File: config.mk
export PLATFORM = sky130hd
export DESIGN_NAME = quantize_row_sequencer
export DESIGN_NICKNAME = d
export VERILOG_FILES = /design/src/rtl/quantize_row_sequencer.sv
export SDC_FILE = /design/constraint.sdc
export NUM_CORES = 1
export LEC_CHECK = 0
export ABC_AREA = 1
export BUFFER_PORTS_ARGS = -buffer_cell sky130_fd_sc_hd__buf_2
export CORE_AREA = 2 2 668 670
export CTS_CLUSTER_SIZE = 40
export DETAILED_ROUTE_END_ITERATION = 6
export DIE_AREA = 0 0 670 672
export PLACE_DENSITY_LB_ADDON = 0.3
export SKIP_CTS_REPAIR_TIMING = 1
export SLEW_MARGIN = 25
export SYNTH_ARGS = -nofsm -noshare
export SYNTH_HDL_FRONTEND = slang
export SYNTH_SLANG_ARGS = --single-unit
File: constraint.sdc
create_clock -name clock -period 4.45 [get_ports clock]
set_input_delay 0.89 -clock clock [delete_from_list [all_inputs] [get_ports clock]]
set_output_delay 0.89 -clock clock [all_outputs]
set_load 0.005 [all_outputs]
File: src/rtl/quantize_row_sequencer.sv
// Holds one 8x8 coefficient block, issues its rows to the quantizer under a credit
// limit, and streams the captured result rows out through a small FIFO.
module quantize_row_sequencer #(
   parameter int QLAT  = 2,
   parameter int DEPTH = 4
) (
   input  logic         clock,
   input  logic         reset,
   input  logic         in_valid,
   output logic         in_ready,
   input  logic         in_is_luminance,
   input  logic         in_quantize_off,
   input  logic [767:0] in_coeffs,
   output logic [767:0] q_dct_coeffs,
   output logic [7:0]   q_matrix_row,
   output logic         q_is_luminance,
   output logic         q_quantize_off,
   output logic         q_issue,
   input  logic [79:0]  q_out,
   input  logic [7:0]   q_quality,
   output logic         out_valid,
   input  logic         out_ready,
   output logic [79:0]  out_data,
   output logic [7:0]   out_quality,
   output logic [2:0]   out_row,
   output logic         out_last,
   output logic         busy
);

   localparam int PTR_W = (DEPTH > 1) ? $clog2(DEPTH) : 1;
   localparam int CNT_W = $clog2(DEPTH + QLAT + 1);
   localparam int ENT_W = 92;
   localparam logic [CNT_W-1:0] DEPTH_C  = CNT_W'(DEPTH);
   localparam logic [PTR_W-1:0] PTR_LAST = PTR_W'(DEPTH - 1);

   generate
      if (QLAT < 1 || QLAT > 4 || DEPTH < QLAT + 2) begin : g_bad_params
         $fatal(1, "quantize_row_sequencer: illegal QLAT/DEPTH combination");
      end
   endgenerate

   typedef enum logic [1:0] {S_IDLE, S_RUN, S_DRAIN} state_t;

   state_t             state_q, state_d;
   logic [2:0]         row_q, row_d;
   logic [767:0]       coeffs_q;
   logic               luma_q, qoff_q;
   logic [QLAT-1:0]    vld_q, vld_d;
   logic [2:0]         vrow_q [QLAT];
   logic [ENT_W-1:0]   mem_q [DEPTH];
   logic [ENT_W-1:0]   head;
   logic [PTR_W-1:0]   wr_q, rd_q;
   logic [CNT_W-1:0]   occ_q, inflight;
   logic               accept, issue, push, pop;

   // Rows issued but not yet written into the FIFO still hold a credit.
   always_comb begin
      inflight = '0;
      for (int i = 0; i < QLAT; i++) begin
         inflight = inflight + CNT_W'(vld_q[i]);
      end
   end

   assign push      = vld_q[QLAT-1];
   assign out_valid = (occ_q != '0);
   assign pop       = out_valid && out_ready;
   assign head      = mem_q[rd_q];

   always_comb begin
      state_d  = state_q;
      row_d    = row_q;
      accept   = 1'b0;
      issue    = 1'b0;
      in_ready = 1'b0;
      case (state_q)
         S_IDLE: begin
            in_ready = !reset;
            accept   = in_valid && !reset;
            if (accept) begin
               row_d   = 3'd0;
               state_d = S_RUN;
            end
         end
         S_RUN: begin
            if (!reset && (occ_q + inflight < DEPTH_C)) begin
               issue = 1'b1;
               row_d = row_q + 3'd1;
               if (row_q == 3'd7) begin
                  state_d = S_DRAIN;
               end
            end
         end
         S_DRAIN: begin
            if (pop && head[91]) begin
               state_d = S_IDLE;
            end
         end
         default: state_d = S_IDLE;
      endcase
   end

   always_comb begin
      vld_d[0] = issue;
      for (int i = 1; i < QLAT; i++) begin
         vld_d[i] = vld_q[i-1];
      end
   end

   always_ff @(posedge clock) begin
      if (reset) begin
         state_q  <= S_IDLE;
         row_q    <= 3'd0;
         coeffs_q <= '0;
         luma_q   <= 1'b0;
         qoff_q   <= 1'b0;
         vld_q    <= '0;
         wr_q     <= '0;
         rd_q     <= '0;
         occ_q    <= '0;
      end else begin
         state_q <= state_d;
         row_q   <= row_d;
         vld_q   <= vld_d;
         if (accept) begin
            coeffs_q <= in_coeffs;
            luma_q   <= in_is_luminance;
            qoff_q   <= in_quantize_off;
         end
         if (push) begin
            wr_q <= (wr_q == PTR_LAST) ? '0 : wr_q + 1'b1;
         end
         if (pop) begin
            rd_q <= (rd_q == PTR_LAST) ? '0 : rd_q + 1'b1;
         end
         case ({push, pop})
            2'b10:   occ_q <= occ_q + 1'b1;
            2'b01:   occ_q <= occ_q - 1'b1;
            default: occ_q <= occ_q;
         endcase
      end
   end

   // Row tags travel alongside the valid bits; FIFO storage needs no reset.
   always_ff @(posedge clock) begin
      vrow_q[0] <= row_q;
      for (int i = 1; i < QLAT; i++) begin
         vrow_q[i] <= vrow_q[i-1];
      end
      if (push) begin
         mem_q[wr_q] <= {(vrow_q[QLAT-1] == 3'd7), vrow_q[QLAT-1], q_quality, q_out};
      end
   end

   always_ff @(posedge clock) begin
      if (!reset) begin
         assert (!(push && occ_q == DEPTH_C))
            else $error("quantize_row_sequencer: output FIFO overflow");
      end
   end

   assign q_dct_coeffs   = coeffs_q;
   assign q_matrix_row   = {5'd0, row_q};
   assign q_is_luminance = luma_q;
   assign q_quantize_off = qoff_q;
   assign q_issue        = issue;
   assign busy           = (state_q != S_IDLE);
   assign out_data       = out_valid ? head[79:0]  : '0;
   assign out_quality    = out_valid ? head[87:80] : '0;
   assign out_row        = out_valid ? head[90:88] : '0;
   assign out_last       = out_valid && head[91];

endmodule

==> out/qor.txt <==
status -> finished, final reports clean
Hold Crit Class -> input port to flop
FF+latch count, synth -> 1,160
first-pass detailed-route iteration total -> 5
vias per std cell -> 3.30
vias -> 40,548
DIE WIDTH -> 670 um
worst skew pair latency -> 890 ps
CP endpoint -> out_data[12]
crit path kind -> flop to output pin
Max H-tree Level -> 4
worst vdd ir -> 0.271 mV
critical path, cell by cell -> inv_1 -> nand3_1 -> clkinv_2 -> buf_4 -> buf_4 -> a21oi_1 -> buf_2
clock sink total -> 1,160
top cells by count, synth -> nand2_1 (1,560), dfxtp_1 (792), nand3_1 (778)
Critical Path Start Type -> flop
vias in the first global route -> 38,642
Distinct cells, synth -> 27
final hold vios -> 0
fraction of layout cells with a size suffix above 1 -> 32.9%
Syn Area/Cell -> 9.10 um2
first-pass GRT wire length -> 483 mm
Post-synth ARST share -> 0%
Critical Path Slowest Stage Cell -> clkinv_2
# nets final -> 7,054
largest area contributor in the netlist -> dfxtp_1
number of enable flip-flop cells after synthesis -> 368
Crit Reg-Reg Startpoint -> state_q[0]
max_cap viols -> 0
core area -> 0.444 mm2
Root Buffer -> clkbuf_16
post-route ant nets -> 0
mux cell area share after synthesis -> 0%
largest delay contributor family on the critical path -> buffers and inverters
min Tclk post-route -> 4120 ps
Fmax -> 0.243 GHz
GP Congestion -> 0.949
Post-route DRC -> 0
RSZ-0062 raised after global routing -> false
crit path max fanout -> 47
initial antenna violation count -> 284
Crit path depth -> 7
Area Overhead vs Synth -> 51.0%
r2r endpoint -> q_dct_coeffs[219]
synthesis warning total -> 0
Initial Util -> 9.31%
TritonCTS Buffers -> 164
# setup viols final -> 0
Routed WL per cell -> 32.2 um
post-synth top area share -> 38.4%
Synth Flop Type -> dfxtp_1
Crit. End Element -> output pin
final clock skew -> 94.7 ps
clock buffer depth -> 4
Slew @ Worst Pin -> 1200 ps
leakage -> 28.6 nW
XOR/XNOR Fraction of Synth Area -> 0%
largest net degree at the start of global routing -> 166
First DRT Iteration DRCs -> 2,846
hold_ws -> 192 ps
post-synthesis sequential area ratio -> 65.1%
Post-DP HPWL -> 335 mm
Worst Path Arrival -> 3230 ps
synthesized area -> 0.0413 mm2
combinational family with the most area after synthesis -> simple AND/OR/NAND/NOR gates
row cnt -> 245
Tot GR Track Use -> 16.8%
Simple-Gate Fraction of Synth Area -> 27.1%
die area -> 0.450 mm2
count leader, synth -> nand2_1
I/O Buffers -> 1,730
Detailed Route WL -> 396 mm
io pins -> 1,736
worst reg2reg path depth -> 8
crit-path max cell delay -> 470 ps
Tcrit/Tclk final -> 92.6%
Synth Area in Compound Gates -> 3.56%
synth top area cells -> dfxtp_1 (38%), edfxtp_1 (27%), nand2_1 (14%)
r2r setup slk -> 1960 ps
CTS tree -> built
die height -> 672 um
Worst Path Buf+Inv -> 5
critical path required time -> 3560 ps
gr ovfl total -> 0
CP startpoint -> occ_q[1]
Worst slew margin -> 20.0%
Synth Area in Adders -> 0.321%
worst setup margin -> 331 ps
Max Slew Vio Count -> 0
clk slew on worst S/H paths -> 60 ps
Synth Instances -> 4,540
cell repeated most along the worst path -> buf_4
Power Density -> 488 mW/mm2
Post-Place Setup Slack -> 1040 ps
[routing by layer]
layer  vias up  global-route usage (%)  routed length, um
li1      18303                       -                  -
met1     19599                    18.8             150000
met2      1925                    27.6             183000
met3       655                    9.61              50700
met4        66                    3.93              11200
met5         -                       0                440
[area by class of cell]
| class | count | area [um2] |
|---|---|---|
| clock buffers | 217 | 4540 |
| repair buffers | 1805 | 9510 |
| diodes | 44 | 110 |
| well taps | 5928 | 7420 |
| inverters | 24 | 120 |
| multi-input cells | 3027 | 12800 |
| flip-flops and latches | 1160 | 26900 |
| clock inverters | 79 | 892 |
| fillers | 51074 | 381000 |
[sequential cells by signal, summed over array words and instances (netlist names), named ones only]
name,cells
vrow_q,6
occ_q,3
mem_q,368
wr_q,2
q_dct_coeffs,768
state_q,2
rd_q,2
row_q,3
q_quantize_off,1
vld_q,2
q_is_luminance,1
[placed cells by master (no fill, tap or decap), types with 9 or more instances in the layout]
master,Yosys,routed
buf_12,0,23
clkbuf_8,0,22
inv_6,0,10
clkinv_1,0,9
o21ai_0,176,176
nand2_1,1560,1560
bufinv_16,0,14
inv_1,19,13
ha_1,9,9
clkbuf_1,128,30
edfxtp_1,368,368
o21ai_1,12,12
diode_2,0,44
nand3_1,778,778
buf_4,11,52
a21oi_1,101,101
nor2_1,375,375
dfxtp_1,792,790
clkbuf_16,0,165
buf_2,144,1730
clkinv_2,0,34
[worst min path at each step]
stage,start,end,depth (start not counted)
2_1_floorplan,vrow_q[0][0],vrow_q[0][3],0
3_3_place_gp,vrow_q[0][2],vrow_q[0][5],0
3_5_place_dp,vrow_q[0][1],vrow_q[0][4],0
4_1_cts,in_coeffs[686],q_dct_coeffs[686],3
5_1_grt,in_coeffs[684],q_dct_coeffs[684],3
6_report,in_coeffs[686],q_dct_coeffs[686],3
[stage by stage]
| step | cells | utilization [%] | setup TNS [ps] | power (mW) | area [um2] |
|---|---|---|---|---|---|
| after detailed placement | 11944 | 12.8 | 0 | 17.0 | 56800 |
| after CTS | 12240 | 14.0 | -19.6 | 31.1 | 62200 |
| after global placement | 11944 | 12.8 | 0 | 17.0 | 56800 |
| after floorplan | 4544 | - | 0 | 13.5 | 41300 |
| final | 12284 | 14.1 | 0 | 30.4 | 62300 |
| after global routing | 12257 | 14.0 | 0 | 31.7 | 62300 |
[tightest hold or removal path, stage by stage]
cell and delay (ps):
buf_2 70, nand2_1 40, nand2_1 50
[power breakdown]
group	internal [mW]	switching (mW)	total (mW)
clock network	8.04	5.75	13.8
registers	11.6	0.408	12.0
logic	1.25	3.41	4.66
total	20.9	9.56	30.4
[cell families after synthesis]
logic type                 after synthesis
adders and majority gates               10
and+or+nand+nor                       2720
AOI/OAI and AO/OA                      292
DFF                                   1160
buffers and inverters                  357
other                                    1
Power figures use the tool's default switching activity.
